===== src/rtl/multicycle_control.sv =====
// Sequencer for the multi-cycle RV32I datapath (fetch/decode/execute/memory/write-back).
// Ports:
//   clock, reset                 clock and asynchronous active-high reset
//   opcode                       latched IR opcode, used in DECODE and MEM_ADDR only
//   mem_ready                    memory handshake, used in FETCH/MEM_READ/MEM_WRITE only
//   PCWrite..PCSource            datapath enables and mux selects
//   trap                         unsupported opcode seen, core halted
//   state_dbg                    current state encoding
//   instr_retired, cycle_count   free-running wrapping counters
module multicycle_control #(
    parameter int unsigned CNT_W   = 32,
    parameter int unsigned STATE_W = 4
) (
    input  logic               clock,
    input  logic               reset,
    input  logic [6:0]         opcode,
    input  logic               mem_ready,
    output logic               PCWrite,
    output logic               PCWriteCond,
    output logic               IorD,
    output logic               MemRead,
    output logic               MemWrite,
    output logic               IRWrite,
    output logic               MemtoReg,
    output logic               RegWrite,
    output logic [1:0]         ALUSrcA,
    output logic [1:0]         ALUSrcB,
    output logic [1:0]         ALUOp,
    output logic               PCSource,
    output logic               trap,
    output logic [STATE_W-1:0] state_dbg,
    output logic [CNT_W-1:0]   instr_retired,
    output logic [CNT_W-1:0]   cycle_count
);

    localparam logic [6:0] OP_LOAD   = 7'b0000011;
    localparam logic [6:0] OP_STORE  = 7'b0100011;
    localparam logic [6:0] OP_RTYPE  = 7'b0110011;
    localparam logic [6:0] OP_ITYPE  = 7'b0010011;
    localparam logic [6:0] OP_BRANCH = 7'b1100011;

    typedef enum logic [3:0] {
        S_FETCH     = 4'd0,
        S_DECODE    = 4'd1,
        S_MEM_ADDR  = 4'd2,
        S_MEM_READ  = 4'd3,
        S_MEM_WB    = 4'd4,
        S_MEM_WRITE = 4'd5,
        S_EXEC_R    = 4'd6,
        S_EXEC_I    = 4'd7,
        S_ALU_WB    = 4'd8,
        S_BRANCH    = 4'd9,
        S_TRAP      = 4'd15
    } state_e;

    state_e           state_q, state_d;
    logic             retire_c;
    logic             trap_q;
    logic [CNT_W-1:0] instr_q;
    logic [CNT_W-1:0] cycle_q;

    // Next-state selection; retire_c marks the edge that completes an instruction.
    always_comb begin
        state_d  = S_TRAP;
        retire_c = 1'b0;
        case (state_q)
            S_FETCH:     state_d = mem_ready ? S_DECODE : S_FETCH;
            S_DECODE: begin
                case (opcode)
                    OP_LOAD, OP_STORE: state_d = S_MEM_ADDR;
                    OP_RTYPE:          state_d = S_EXEC_R;
                    OP_ITYPE:          state_d = S_EXEC_I;
                    OP_BRANCH:         state_d = S_BRANCH;
                    default:           state_d = S_TRAP;
                endcase
            end
            S_MEM_ADDR:  state_d = (opcode == OP_LOAD) ? S_MEM_READ : S_MEM_WRITE;
            S_MEM_READ:  state_d = mem_ready ? S_MEM_WB : S_MEM_READ;
            S_MEM_WB: begin
                state_d  = S_FETCH;
                retire_c = 1'b1;
            end
            S_MEM_WRITE: begin
                state_d  = mem_ready ? S_FETCH : S_MEM_WRITE;
                retire_c = mem_ready;
            end
            S_EXEC_R:    state_d = S_ALU_WB;
            S_EXEC_I:    state_d = S_ALU_WB;
            S_ALU_WB, S_BRANCH: begin
                state_d  = S_FETCH;
                retire_c = 1'b1;
            end
            S_TRAP:      state_d = S_TRAP;
            default:     state_d = S_TRAP;
        endcase
    end

    // State, trap flag and counters; cycle_count freezes once halted.
    always_ff @(posedge clock or posedge reset) begin
        if (reset) begin
            state_q <= S_FETCH;
            trap_q  <= 1'b0;
            instr_q <= '0;
            cycle_q <= '0;
        end else begin
            state_q <= state_d;
            trap_q  <= (state_d == S_TRAP);
            if (state_q != S_TRAP) begin
                cycle_q <= cycle_q + CNT_W'(1);
            end
            if (retire_c) begin
                instr_q <= instr_q + CNT_W'(1);
            end
        end
    end

    // Moore decode of the current state; FETCH gates IR/PC loads with mem_ready.
    // Reset masks everything so a write in flight is dropped without waiting for an edge.
    always_comb begin
        PCWrite     = 1'b0;
        PCWriteCond = 1'b0;
        IorD        = 1'b0;
        MemRead     = 1'b0;
        MemWrite    = 1'b0;
        IRWrite     = 1'b0;
        MemtoReg    = 1'b0;
        RegWrite    = 1'b0;
        ALUSrcA     = 2'b00;
        ALUSrcB     = 2'b00;
        ALUOp       = 2'b00;
        PCSource    = 1'b0;
        case (state_q)
            S_FETCH: begin
                MemRead = 1'b1;
                ALUSrcB = 2'b01;
                IRWrite = mem_ready;
                PCWrite = mem_ready;
            end
            S_DECODE: begin
                ALUSrcA = 2'b01;
                ALUSrcB = 2'b10;
            end
            S_MEM_ADDR: begin
                ALUSrcA = 2'b10;
                ALUSrcB = 2'b10;
            end
            S_MEM_READ: begin
                IorD    = 1'b1;
                MemRead = 1'b1;
            end
            S_MEM_WB: begin
                RegWrite = 1'b1;
                MemtoReg = 1'b1;
            end
            S_MEM_WRITE: begin
                IorD     = 1'b1;
                MemWrite = 1'b1;
            end
            S_EXEC_R: begin
                ALUSrcA = 2'b10;
                ALUOp   = 2'b10;
            end
            S_EXEC_I: begin
                ALUSrcA = 2'b10;
                ALUSrcB = 2'b10;
                ALUOp   = 2'b10;
            end
            S_ALU_WB:    RegWrite = 1'b1;
            S_BRANCH: begin
                ALUSrcA     = 2'b10;
                ALUOp       = 2'b01;
                PCWriteCond = 1'b1;
                PCSource    = 1'b1;
            end
            default: ;
        endcase
        if (reset) begin
            PCWrite     = 1'b0;
            PCWriteCond = 1'b0;
            IorD        = 1'b0;
            MemRead     = 1'b0;
            MemWrite    = 1'b0;
            IRWrite     = 1'b0;
            MemtoReg    = 1'b0;
            RegWrite    = 1'b0;
            ALUSrcA     = 2'b00;
            ALUSrcB     = 2'b00;
            ALUOp       = 2'b00;
            PCSource    = 1'b0;
        end
    end

    assign trap          = trap_q;
    assign state_dbg     = STATE_W'(state_q);
    assign instr_retired = instr_q;
    assign cycle_count   = cycle_q;

endmodule


===== config.mk =====
export PLATFORM = sky130hd
export DESIGN_NAME = multicycle_control
export DESIGN_NICKNAME = d
export VERILOG_FILES = /design/src/rtl/multicycle_control.sv
export SDC_FILE = /design/constraint.sdc
export NUM_CORES = 1
export LEC_CHECK = 0
export BUFFER_PORTS_ARGS = -buffer_cell sky130_fd_sc_hd__buf_2
export CORE_UTILIZATION = 32
export CTS_CLUSTER_SIZE = 16
export DETAILED_ROUTE_END_ITERATION = 7
export GPL_TIMING_DRIVEN = 0
export PLACE_DENSITY = 0.6
export SYNTH_ARGS = -nofsm -noshare
export SYNTH_HDL_FRONTEND = slang
export SYNTH_SLANG_ARGS = --single-unit
export TNS_END_PERCENT = 50

===== constraint.sdc =====
create_clock -name clock -period 3.7 [get_ports clock]
set_input_delay 0.185 -clock clock [delete_from_list [all_inputs] [get_ports clock]]
set_output_delay 0.185 -clock clock [all_outputs]
set_load 0.02 [all_outputs]

After elaboration in Yosys (flattened, before gate mapping)

Index checks and enable logic that the tools add are counted.

Register bits: 69
Input bits: 10
Output and inout bits: 84
Word-level logic and storage cells: 58

Add/subtract/negate cells: 2
Equal/unequal tests: 16
Mux-type cells: 27
Reductions and logical operators: 9

Operator list:

| kind                    | number |
|---|---|
| $add A32 B1 Y32 const B | 2 |
| $pmux W4 S7             | 1 |
| $eq A4 B3 Y1 const B    | 4 |
| $pmux W4 S4             | 1 |
| $mux W1                 | 15 |
| $eq A7 B6 Y1 const B    | 2 |
| $eq A4 B4 Y1 const B    | 3 |
| $pmux W2 S2             | 3 |
| $reduce_or A2 Y1        | 5 |
| $mux W3                 | 3 |
| $eq A4 B2 Y1 const B    | 2 |
| $eq A7 B2 Y1 const B    | 1 |
| $eq A7 B5 Y1 const B    | 1 |
| $eq A7 B7 Y1 const B    | 1 |
| $mux W2                 | 3 |
| $reduce_or A3 Y1        | 2 |
| $eq A4 B1 Y1 const B    | 1 |
| $logic_not A4 Y1        | 1 |
| $ne A4 B4 Y1 const B    | 1 |
| $reduce_or A4 Y1        | 1 |
| $pmux W1 S2             | 1 |

Depth between registers and ports, before layout

Depth in word-level cells: 5
Depth in mapped cells: 7
Gate-level depth less buffers: 6

Worst setup path before layout

No wires, ideal clock.

Path kind: in2out
Start point: in reset
End point: out ALUOp[0]
Data arrival time: 2.995 ns
Data required time: 3.515 ns
Slack: 0.520 ns
Cell stages on the path: 4
Buffers on the path: 1
Cells stage by stage: inv_1 -> nand2_1 -> nor4_1 -> buf_4

Word-level cells in the longest chain between the ends: 1

RTL lines:

| item               | line | source |
|---|---|---|
| start: declaration | 15   | `input logic reset,` |
| $mux W2            | 177  | `if (reset) begin` |
| end: declaration   | 28   | `output logic [1:0] ALUOp,` |

No other way between the ends.

Worst setup path after layout

Start point: reg state_q[2], in the netlist state_dbg[2]
End point: out ALUOp[0]

Word-level cells in the longest chain between the ends: 4
Elaborated cells on any way between the ends: 6
Classes of those cells: eq/ne (3); mux (2); reduce/logical (1)

RTL lines:

| item                              | line | source |
|---|---|---|
| start: declaration                | 56   | `state_e state_q, state_d;` |
| start signal: assignment          | 106  | `state_q <= state_d;` |
| $eq A4 B3 Y1                      | 132  | `case (state_q)` |
| $reduce_or A2 Y1 (no source line) | -    |  |
| $pmux W2 S2 *                     | 132  |  |
| $mux W2 *                         | 177  |  |

Mark *: on every way between the ends. The rest lies on a longest branch, timed or not.

==> impl.org <==
** Clock tree
- CTS placed an instance of sky130_fd_sc_hd__clkbuf_8 at the clock tree root.
- Cts hold-fix bufs :: 1
- Post-CTS repair changed the size of 0 cells.
- CTS buffer count :: 9
- # H-tree levels :: 3
- TritonCTS built the clock tree.
- In this run the deepest clock path goes through 2 buffers.
- After clock tree synthesis, the clock-pin slew on the worst setup and hold paths is 0.07 ns.
- Setup repair bufs after CTS :: 0
- Counting every sink on the clock net gives 69.
- Clock latency on the worst-skew pair, taken at its later pin, is 0.35 ns.

** Detailed routing
- Post-DRT Antenna Nets :: 0
- In the routed layout, each cell is associated on average with a via count of 4.847.
- First DRT Iteration DRCs :: 142
- For this run, design rule violations remaining after detail routing come to 0.
- The first detailed-routing pass ran for 4 iterations.
- Across all layers, the routed design uses 2729 vias.
- Wire length reported by the detailed router :: 7.507 mm
- Dividing the detail-routed wire length by the instance count gives 13.33 um.

** Floorplan
- Horizontal extent of the die :: 105.1 um
- The die is 105.1 um tall.
- 94 I/O pins were placed.
- The floorplan has 37 rows.
- The initial utilization of the core area, before any placement, comes to 32.92%.
- The floorplan step defined a die boundary enclosing 11040 um^2.
- The region available for standard cell placement spans 10320 um^2.

** Power and ir drop
- IR analysis of the VDD net gives a maximum drop of 0.1445 mV.
- PD cells :: 380.4 nW/um^2
- After layout, the design draws a total of 1604 uW.
- Leakage power of the design :: 0.002070 uW

** Timing
- Hold slack :: 0.2034 ns
- Slew Viols, Final :: 0
- RSZ-0062 raised after global routing :: no
- Fmax achieved :: 0.4238 GHz
- Final setup viols :: 0
- The final count of hold timing violations is 0.
- Headroom to the max-slew limit came out at 66.89%.
- Setup slack on the critical path of the routed design comes to 1.340 ns.
- Adding up every negative setup slack in the final design gives 0 ns.
- Final critical-path required period :: 2.360 ns
- Clock tree skew after final layout :: 0.008612 ns
- For the pin with the worst max-slew slack, the measured transition is 0.4925 ns.
- The worst path uses 63.78% of the clock period.

** Synth
- Total standard cell area after synthesis :: 3398 um^2
- The synthesized design contains 69 register bits.
- Async SR Flop Fraction :: 100.0%
- The most used flip-flop cell after synthesis is sky130_fd_sc_hd__dfrtp_1.
- Averaged over all synthesized cells, the footprint is 10.62 um^2.
- Number of distinct library cells after synthesis :: 47
- Syn nets :: 332
- Top area cells in the synthesized netlist :: sky130_fd_sc_hd__dfrtp_1, sky130_fd_sc_hd__xnor2_1, sky130_fd_sc_hd__xor2_1
- After technology mapping, the gate count stands at 320.
- Fraction of the yosys area taken by sequential cells :: 50.81%
- The synthesized design devotes to its leading area cell type 50.81% of total area.
- The synthesized design contains 0 enable-type register cells.
- Number of warnings printed during yosys synthesis :: 0
- Biggest area consumer among synthesized cells :: sky130_fd_sc_hd__dfrtp_1

** Run status
- The flow ran to the end, and the final reports show no timing, DRC or antenna violations.

** Critical path
- Startpoint of the worst-slack reg-to-reg timing path :: cycle_count[0]
- STA puts the critical path data required time at 3.51 ns.
- Critical register-to-register path endpoint :: cycle_count[30]
- The critical path is of the reg -> out type.
- STA classifies the critical path endpoint as an output port.
- Critical path peak fanout :: 10
- Arrival time worst endpoint :: 2.17 ns
- Number of cell instances on the worst register-to-register path :: 7
- Internal reg-to-reg setup slack :: 1.76 ns
- Startpoint type of the worst setup path :: register

** Final layout
- Commonest non-fill, non-tap cell in the layout :: sky130_fd_sc_hd__buf_2
- Relative to the synthesized area, the layout overhead comes to 24.04%.
- Count of antenna diodes in the layout :: 0
- # nets final :: 438
- Cells with a size suffix above 1 make up 29.74% of the layout.
- After routing the design area is 4215 um^2.
- Highest-count cells in the layout ignoring fill and taps :: sky130_fd_sc_hd__buf_2, sky130_fd_sc_hd__dfrtp_1, sky130_fd_sc_hd__xnor2_1

** Global route
- The via count of the first global-routing pass came to 2616.
- The total overflow left after global routing is 0.
- The initial antenna violation count is 0.
- Global-route wire length before repair :: 12.79 mm
- GR Util All Layers :: 14.60%
- Maximum number of pins on one net before global-route repair :: 71

** Placement
- The count of buffers added on input and output ports is 93.
- Before CTS, the worst setup slack after placement is 1.728 ns.
- Placed wire-length estimate :: 5.402 mm
- In this run the cell area measured after placement is 4064 um^2.
- RePlAce Congestion :: 0.8848

** Min path
- The path with the worst hold slack has its endpoint at state_dbg[1].
- In this run the worst hold path is classified as in -> reg.
- Min-Delay Path Depth :: 2
- The startpoint identified for the worst hold timing path is opcode[6].

** Run
- Maximum Capacitance Violations :: 0
-- cell usage after synthesis, types with 2 or more instances --
library cell / number
sky130_fd_sc_hd__xnor2_1: 48
sky130_fd_sc_hd__buf_4: 3
sky130_fd_sc_hd__and2_1: 4
sky130_fd_sc_hd__a21oi_1: 4
sky130_fd_sc_hd__xor2_1: 16
sky130_fd_sc_hd__nand2_1: 30
sky130_fd_sc_hd__o211ai_1: 2
sky130_fd_sc_hd__and4_1: 4
sky130_fd_sc_hd__clkbuf_1: 5
sky130_fd_sc_hd__o22ai_1: 2
sky130_fd_sc_hd__nor3_2: 2
sky130_fd_sc_hd__buf_2: 4
sky130_fd_sc_hd__nand2b_1: 4
sky130_fd_sc_hd__dfrtp_1: 69
sky130_fd_sc_hd__nand3_1: 25
sky130_fd_sc_hd__and3_1: 16
sky130_fd_sc_hd__inv_1: 5
sky130_fd_sc_hd__mux2_2: 2
sky130_fd_sc_hd__ha_1: 2
sky130_fd_sc_hd__nor3_1: 6
sky130_fd_sc_hd__nor2_1: 17
sky130_fd_sc_hd__nor4_1: 4
sky130_fd_sc_hd__o21ai_0: 5
sky130_fd_sc_hd__nand4_1: 17
sky130_fd_sc_hd__nor4_4: 2
-- cells by family after synthesis --
logic type / count (synthesis) / share of synthesized area [%]
AO/OA/AOI/OAI: 22 / 4.529
XOR/XNOR: 64 / 16.49
adder cells (fa/ha/maj): 2 / 0.7363
buffers and inverters: 19 / 2.798
flip-flops: 69 / 50.81
multiplexers: 2 / 0.6627
AND/OR/NAND/NOR: 142 / 23.97
-- sequential cells by signal, summed over array words and instances (netlist names) --
register       count
trap               1
state_dbg          4
instr_retired     32
cycle_count       32
-- final cells by class --
cell class | count | area, um^2
buffer | 14 | 76.32
clock buffer | 9 | 123.9
clock inverter | 3 | 17.52
fill | 1021 | 6108
inverter | 5 | 21.27
multi-input combinational | 232 | 1577
sequential | 69 | 1727
tap | 136 | 170.2
timing repair buffer | 95 | 503.0
-- worst max-delay path by stage --
stage	startpoint	end	slack (ns)
floorplan	reset	ALUOp[0]	0.52
global placement	reset	PCWriteCond	0.01
detailed placement	state_dbg[2]	ALUOp[0]	1.73
CTS	state_dbg[2]	ALUOp[0]	1.32
global route	state_dbg[2]	ALUOp[0]	1.17
finish	state_dbg[2]	ALUOp[0]	1.34
-- report_power, final --
| part | leakage (uW) | total [uW] | switching, uW | internal, uW |
|---|---|---|---|---|
| Clock | 0.0000727 | 490 | 265 | 225 |
| Combinational | 0.00109 | 243 | 153 | 89.5 |
| Sequential | 0.000905 | 871 | 66.8 | 804 |
-- worst max-delay path: stages (launching register included) --
cell	delay (ns)
sky130_fd_sc_hd__dfrtp_1	0.45
sky130_fd_sc_hd__clkbuf_1	0.25
sky130_fd_sc_hd__clkbuf_1	0.29
sky130_fd_sc_hd__nor4_1	0.51
sky130_fd_sc_hd__buf_4	0.18
sky130_fd_sc_hd__buf_2	0.15
-- per-layer routing --
metal / part of all wire, % / vias up / wire (um) / GRT usage (%)
met2: 45 / 87 / 3352 / 22.33
met5: 0 / - / 0 / 0
met1: 48 / 1305 / 3607 / 19.31
met4: 1.7 / 0 / 130 / 6.740
met3: 5.6 / 12 / 417 / 3.743
li1: - / 1325 / - / -
-- metrics by stage --
| step | util [%] | std cells |
|---|---|---|
| after floorplan | - | 320 |
| after global placement | 39.07 | 549 |
| after detailed placement | 39.36 | 550 |
| after CTS | 40.83 | 563 |
| after global routing | 40.83 | 563 |
| final | 40.83 | 563 |
(Power assumes the default switching activity.)
